`src/rtl/bus_line_arbiter.sv`:
```
// Round-robin read-line arbiter: grants the I- or D-cache fill client one
// Sysbus read, gathers the beats into a full line and pulses that client's valid.
module bus_line_arbiter #(
  parameter int                       BUS_DATA_WIDTH = 64,
  parameter int                       BUS_TAG_WIDTH  = 13,
  parameter int                       BLOCKSZ        = 512,
  parameter logic [BUS_TAG_WIDTH-1:0] RD_TAG         = 13'h1100
) (
  input  logic                      clk,
  input  logic                      reset,
  input  logic                      i_req,
  input  logic [63:0]               i_addr,
  output logic [BLOCKSZ-1:0]        i_data,
  output logic                      i_valid,
  input  logic                      d_req,
  input  logic [63:0]               d_addr,
  output logic [BLOCKSZ-1:0]        d_data,
  output logic                      d_valid,
  output logic                      bus_reqcyc,
  output logic [63:0]               bus_req,
  output logic [BUS_TAG_WIDTH-1:0]  bus_reqtag,
  input  logic                      bus_reqack,
  input  logic                      bus_respcyc,
  input  logic [BUS_DATA_WIDTH-1:0] bus_resp,
  input  logic [BUS_TAG_WIDTH-1:0]  bus_resptag,
  output logic                      bus_respack
);

  localparam int          BEATS     = BLOCKSZ / BUS_DATA_WIDTH;
  localparam int          CNT_W     = $clog2(BEATS);
  localparam logic [63:0] LINE_MASK = ~64'(BLOCKSZ / 8 - 1);

  typedef enum logic [1:0] {
    S_IDLE,
    S_REQ,
    S_RESP,
    S_DONE
  } state_e;

  state_e             state_q, state_d;
  logic               owner_q, owner_d;
  logic               last_owner_q, last_owner_d;
  logic [63:0]        line_addr_q, line_addr_d;
  logic [CNT_W-1:0]   cnt_q, cnt_d;
  logic [BLOCKSZ-1:0] i_data_q, d_data_q;
  logic [63:0]        req_addr;
  logic [BUS_TAG_WIDTH-1:0] issued_tag;

  assign issued_tag = {RD_TAG[BUS_TAG_WIDTH-1:1], owner_q};
  assign i_data     = i_data_q;
  assign d_data     = d_data_q;

  // NOTE: every signal assigned here gets a default first, so no path can infer a latch.
  always_comb begin
    state_d      = state_q;
    owner_d      = owner_q;
    last_owner_d = last_owner_q;
    line_addr_d  = line_addr_q;
    cnt_d        = cnt_q;
    req_addr     = '0;
    bus_reqcyc   = 1'b0;
    bus_req      = '0;
    bus_reqtag   = '0;
    bus_respack  = 1'b0;
    i_valid      = 1'b0;
    d_valid      = 1'b0;
    case (state_q)
      S_IDLE: begin
        if (i_req || d_req) begin
          // On a tie the client that did not win last time gets the bus.
          owner_d     = (i_req && d_req) ? ~last_owner_q : d_req;
          req_addr    = owner_d ? d_addr : i_addr;
          line_addr_d = req_addr & LINE_MASK;
          cnt_d       = '0;
          state_d     = S_REQ;
        end
      end
      S_REQ: begin
        bus_reqcyc = 1'b1;
        bus_req    = line_addr_q;
        bus_reqtag = issued_tag;
        if (bus_reqack) state_d = S_RESP;
      end
      S_RESP: begin
        bus_respack = bus_respcyc && (bus_resptag == issued_tag);
        if (bus_respack) begin
          cnt_d = cnt_q + 1'b1;
          if (cnt_q == CNT_W'(BEATS - 1)) state_d = S_DONE;
        end
      end
      S_DONE: begin
        i_valid      = ~owner_q;
        d_valid      = owner_q;
        last_owner_d = owner_q;
        state_d      = S_IDLE;
      end
      default: state_d = S_IDLE;
    endcase
  end

  // NOTE: sequential state uses non-blocking assignments so all registers update together.
  always_ff @(posedge clk or posedge reset) begin
    if (reset) begin
      state_q      <= S_IDLE;
      owner_q      <= 1'b0;
      last_owner_q <= 1'b1;
      line_addr_q  <= '0;
      cnt_q        <= '0;
    end else begin
      state_q      <= state_d;
      owner_q      <= owner_d;
      last_owner_q <= last_owner_d;
      line_addr_q  <= line_addr_d;
      cnt_q        <= cnt_d;
    end
  end

  // Beats land directly in the owner's line; the other client's line is left alone.
  always_ff @(posedge clk or posedge reset) begin
    if (reset) begin
      i_data_q <= '0;
      d_data_q <= '0;
    end else if (bus_respack) begin
      if (owner_q) d_data_q[cnt_q*BUS_DATA_WIDTH +: BUS_DATA_WIDTH] <= bus_resp;
      else         i_data_q[cnt_q*BUS_DATA_WIDTH +: BUS_DATA_WIDTH] <= bus_resp;
    end
  end

endmodule
```
`config.mk`:
```
export PLATFORM = sky130hd
export DESIGN_NAME = bus_line_arbiter
export DESIGN_NICKNAME = d
export VERILOG_FILES = /design/src/rtl/bus_line_arbiter.sv
export SDC_FILE = /design/constraint.sdc
export NUM_CORES = 2
export LEC_CHECK = 0
export ABC_AREA = 0
export ABC_CLOCK_PERIOD_IN_PS = 85500
export CORE_AREA = 8 8 512 514
export CTS_BUF_LIST = sky130_fd_sc_hd__clkbuf_4 sky130_fd_sc_hd__clkbuf_8
export CTS_CLUSTER_DIAMETER = 120
export DETAILED_ROUTE_END_ITERATION = 8
export DIE_AREA = 0 0 520 522
export PLACE_DENSITY_LB_ADDON = 0.15
export SYNTH_ARGS = -nofsm -noshare
export SYNTH_HDL_FRONTEND = slang
export SYNTH_SLANG_ARGS = --single-unit
```
`constraint.sdc`:
```
create_clock -name clk -period 85.5 [get_ports clk]
set_clock_uncertainty 0.05 [all_clocks]
set_input_delay 8.55 -clock clk [delete_from_list [all_inputs] [get_ports clk]]
set_output_delay 8.55 -clock clk [all_outputs]
set_load 0.005 [all_outputs]
```
Yosys cells after proc, flatten, opt, wreduce, memory -nomap -nowiden:

Index checks and enable logic that the tools add are counted.

* output and inout bits: 1105
* logic and storage cells: 50
* register bits: 1089
* input port bits: 211
* bits in latches: 0
* bits in writable memories: 0
* bits in read-only memories: 0
* memories: 0

* shift operators: 2
* equality and inequality tests: 9
* div/mod/pow operators: 0
* add/subtract/negate cells: 2
* $lt $le $gt $ge: 0
* muxes and demuxes: 18
* $mul: 0
* bitwise gates (word level): 2
* reduce and logical (&&, ||, !) cells: 10

Operators with widths (count)
* $bwmux W512: 2
* $shift A64 B34 Y512 const A: 1
* $shiftx A64 B34 Y512: 1
* $mux W64: 2
* $neg A9 Y34: 1
* $eq A13 B13 Y1: 1
* $mux W13: 1
* $mux W2: 4
* $ne A2 B2 Y1 const B: 4
* $pmux W2 S4: 1
* $mux W3: 2
* $pmux W3 S2: 1
* $reduce_and A2 Y1: 3
* $mux W1: 5
* $eq A2 B2 Y1 const B: 2
* $reduce_and A4 Y1: 1
* $add A3 B1 Y3 const B: 1
* $eq A3 B3 Y1 const B: 1
* $reduce_and A3 Y1: 1
* $eq A2 B1 Y1 const B: 1
* $logic_and A1 B1 Y1: 2
* $logic_not A2 Y1: 1
* $not A1 Y1: 2
* $reduce_bool A2 Y1: 1
* $logic_or A1 B1 Y1: 1

Logic depth before layout (Yosys ltp):

* depth in word-level cells: 4
* gate-level depth with buffers: 11
* gate-level depth less buffers: 7

Worst setup path before layout:

No wires, ideal clock.

* path kind: input to output
* start: input port bus_resptag[3]
* end: output port bus_respack
* arrival: 9.362 ns
* slack: 67.538 ns
* data required time: 76.900 ns
* stages on the path: 3
* buffers on the path: 0
* path through: nor4_4 > nand2_2 > nor3_1

* word-level cells in the longest chain between the ends: 3

Ends and longest elaborated chain
* start, declared: line 25 `input logic [BUS_TAG_WIDTH-1:0] bus_resptag,`
* $eq A13 B13 Y1: line 85 `bus_respack = bus_respcyc && (bus_resptag == issued_tag);`
* $logic_and A1 B1 Y1: line 85
* $mux W1: line 67 `case (state_q)`
* end, declared: line 26 `output logic bus_respack`

Every way passes these cells.

Worst setup path after layout:

* start: input port bus_resptag[5]
* end: output port bus_respack

The elaborated chain is that of the path after synthesis.

==> impl_metrics.toml <==
[route]
vias_per_cell = 3.94
drt_pass1_iterations = 5
remaining_drc_errors = 0
drt_iter0_markers = 1701
num_vias = 31600
routed_wl_mm = 242
wire_per_inst_um = 30.1
postRouteAntennaNets = 0

[critical_path]
path_class = "in -> out"
critical_path_arrival_ns = 10.84
worstSetupStartpointType = "input port"
crit_path_end_kind = "output pin"
cp_common_cell = "clkdlybuf4s50_1"
cp_max_fo = 6
r2r_slack_ns = 80.27
required_ns = 76.90
critPathBufInv = 2
path_cells = "clkdlybuf4s50_1 -> nor4_4 -> nand2_2 -> nor3_1 -> clkdlybuf4s50_1"
cpLargestDelayFamily = "buffers and inverters"
slowest_stage = "clkdlybuf4s50_1"
cpPeakStageDelay_ns = 0.61

[logic_synthesis]
avgSynthCellArea_um2 = 13.8
yosysWarningCount = 0
ys_async_sr_fraction = 1.00
synthCells = 3162
ys_types = 46
netlist.area_leader.share = 0.625
yosysMostFrequentCell = "dfrtp_1"
synth-edff-count = 0
synth_ff_type = "dfrtp_1"
synth_top_area_cell = "dfrtp_1"
synth_area_um2 = 43600
synth-seq-cells = 1089
synthTopCellsByCount = "1088 x dfrtp_1, 751 x mux2_2, 444 x o21ai_0"
seq_area_frac_synth = 0.625
synth.area.top_cells = "dfrtp_1 62%, mux2_2 19%, o21ai_0 5.1%"

[final_layout]
area_growth_pct = 48.2
layout-drive-gt1-share = 0.270
fin_cells = 8016
fin_nets = 4693
fillers = 26800
seq_area_um2 = 27300
multiInputGateArea_um2 = 14900

[die]
num_io_pins = 1316
die_h_um = 522
initial_core_util = 0.172
die_width_um = 520
core_area_um2 = 253000
die_area_um2 = 271000
rows = 185

[placement]
dp.cells = 7623
dp_hpwl_mm = 171
io_buffers = 1287
place.gp.congestion = 0.790

[flow_run]
cap_violations = 0

[clock_tree]
clock_sinks = 1089
tritoncts = "yes"
h-tree-depth = 4
hold_buffers = 0
post_cts_resized = 0
cts_made_buffers = 215
cts_buffer_depth = 3
clock_latency_ns = 0.96
cts_setup_buffers = 0
ctsRootBufferMaster = "clkbuf_8"
clk_pin_slew_ns = 0.06

[global_route]
grt-ovfl-total = 0
grt_pass1_vias = 34000
grt_usage = 0.172
grt_max_degree = 144
antenna_found_initial = 40
grt_pass1_wl_mm = 321

[sta]
hold_viol = 0
final.setup.tns_ns = 0
max_freq_mhz = 51.4
fin_crit_ns = 19.44
fin_crit_sh = 0.227
maxSlewHeadroom = 0.148
slew_viol_final = 0
setup_viol = 0
rsz0062_at_grt = "false"
tightest_slew_ns = 1.27

[power_and_ir_drop]
ir_drop_mv = 0.0123
power_density_nw_per_um2 = 19.0
p_leak_nw = 29.1

[run_status]
status = "finished, final reports clean"

[worst_hold_path]
hold_path_class = "reg -> reg"
==> layout make-up <==
type / count / area share
Sequential cell: 1089 / 0.422
Multi-Input combinational cell: 1789 / 0.231
Clock buffer: 337 / 0.0647
Tap cell: 3366 / 0.0652
Timing Repair Buffer: 1359 / 0.208
Clock inverter: 36 / 0.00678
Antenna cell: 20 / 0.000775
Inverter: 20 / 0.00128
==> per-layer routing <==
layer / up-vias / GRT usage / part of all wire
li1: 13600 / - / -
met1: 16400 / 0.202 / 0.40
met2: 1300 / 0.280 / 0.46
met3: 267 / 0.0842 / 0.11
met4: 6 / 0.0421 / 0.022
met5: - / 0 / 0.00017
==> worst register-to-register path, stage by stage, from the launching register on <==
cell	delay, ns
dfrtp_1	0.47
inv_1	0.07
ha_1	0.18
ha_1	0.37
nor4_1	0.79
nand4_4	0.62
buf_4	0.62
or3_4	0.76
buf_4	0.60
mux2_1	0.58
==> registers in the layout, summed over array words and instances, names as in the netlist <==
signal        flops
cnt_q             3
line_addr_q      58
state_q           2
owner_q           1
i_data          512
last_owner_q      1
d_data          512
==> final timing paths <==
kind,to,cells past startpoint,start
max in group asynchronous,d_data[82]$_DFFE_PP0P_,6,reset
setup / recovery,bus_respack,5,bus_resptag[5]
hold / removal,line_addr_q[55]$_DFFE_PP0P_,2,line_addr_q[55]$_DFFE_PP0P_
setup reg to reg,d_data[334]$_DFFE_PP0P_,9,cnt_q[1]$_DFFE_PP0P_
hold reg to reg,line_addr_q[55]$_DFFE_PP0P_,2,line_addr_q[55]$_DFFE_PP0P_
min in group asynchronous,line_addr_q[31]$_DFFE_PP0P_,2,reset
==> power by group <==
part | switching [mW] | internal (mW) | leakage (nW)
combinational | 0.0625 | 0.0425 | 11.6
sequential | 0.00764 | 0.531 | 15.1
clock | 0.260 | 0.321 | 2.45
total | 0.330 | 0.894 | 29.1
==> cell families (layout without fill, tap and decap cells) <==
family                   after synthesis  count (layout)  share of synthesized area
other                                  1              36                  0.0000861
AO/OA/AOI/OAI                        449             449                     0.0520
buffers and inverters                299            1752                     0.0358
adder cells (fa/ha/maj)                8               8                    0.00230
multiplexers                         896             896                      0.231
XOR/XNOR                               1               1                   0.000201
AND/OR/NAND/NOR                      419             419                     0.0530
flip-flops                          1089            1089                      0.625
==> cells in the final DEF (no fill, tap or decap), types with 3 or more instances in the layout <==
| master | Yosys | layout |
|---|---|---|
| clkdlybuf4s50_1 | 0 | 1284 |
| dfrtp_1 | 1088 | 1087 |
| mux2_2 | 751 | 751 |
| o21ai_0 | 444 | 443 |
| clkbuf_8 | 0 | 263 |
| nand2_1 | 179 | 179 |
| and2_1 | 178 | 177 |
| clkbuf_4 | 0 | 74 |
| mux2i_1 | 73 | 73 |
| buf_4 | 31 | 69 |
| mux2_1 | 52 | 52 |
| diode_2 | 0 | 20 |
| mux2_4 | 20 | 20 |
| inv_1 | 20 | 19 |
| conb_1 | 1 | 16 |
| clkinv_2 | 0 | 16 |
| and3_1 | 12 | 12 |
| ha_1 | 8 | 8 |
| nor3_4 | 3 | 5 |
| nor4_4 | 4 | 4 |
| nand4b_1 | 4 | 4 |
| nor3_1 | 4 | 4 |
| inv_16 | 0 | 4 |
| nor4_1 | 3 | 3 |
| nor2_1 | 5 | 3 |
| or2_4 | 0 | 3 |
| inv_8 | 0 | 3 |
| inv_12 | 0 | 3 |
| bufinv_16 | 0 | 3 |
| clkinvlp_4 | 0 | 3 |
| buf_2 | 45 | 3 |
| buf_12 | 0 | 3 |
==> through the flow <==
step | hold WS [ns] | worst slack [ns] | area [um^2] | utilization | total power [mW]
finish | 0.422 | 66.06 | 64600 | 0.255 | 1.22
global placement | 0.409 | 65.99 | 59900 | 0.236 | 0.654
global route | 0.437 | 66.00 | 64500 | 0.255 | 1.28
CTS | 0.426 | 66.03 | 64500 | 0.255 | 1.26
floorplan | 0.392 | 46.24 | 43600 | - | 0.596
detailed placement | 0.412 | 66.03 | 59900 | 0.236 | 0.656
No activity file was read; power rests on OpenSTA's default activity.
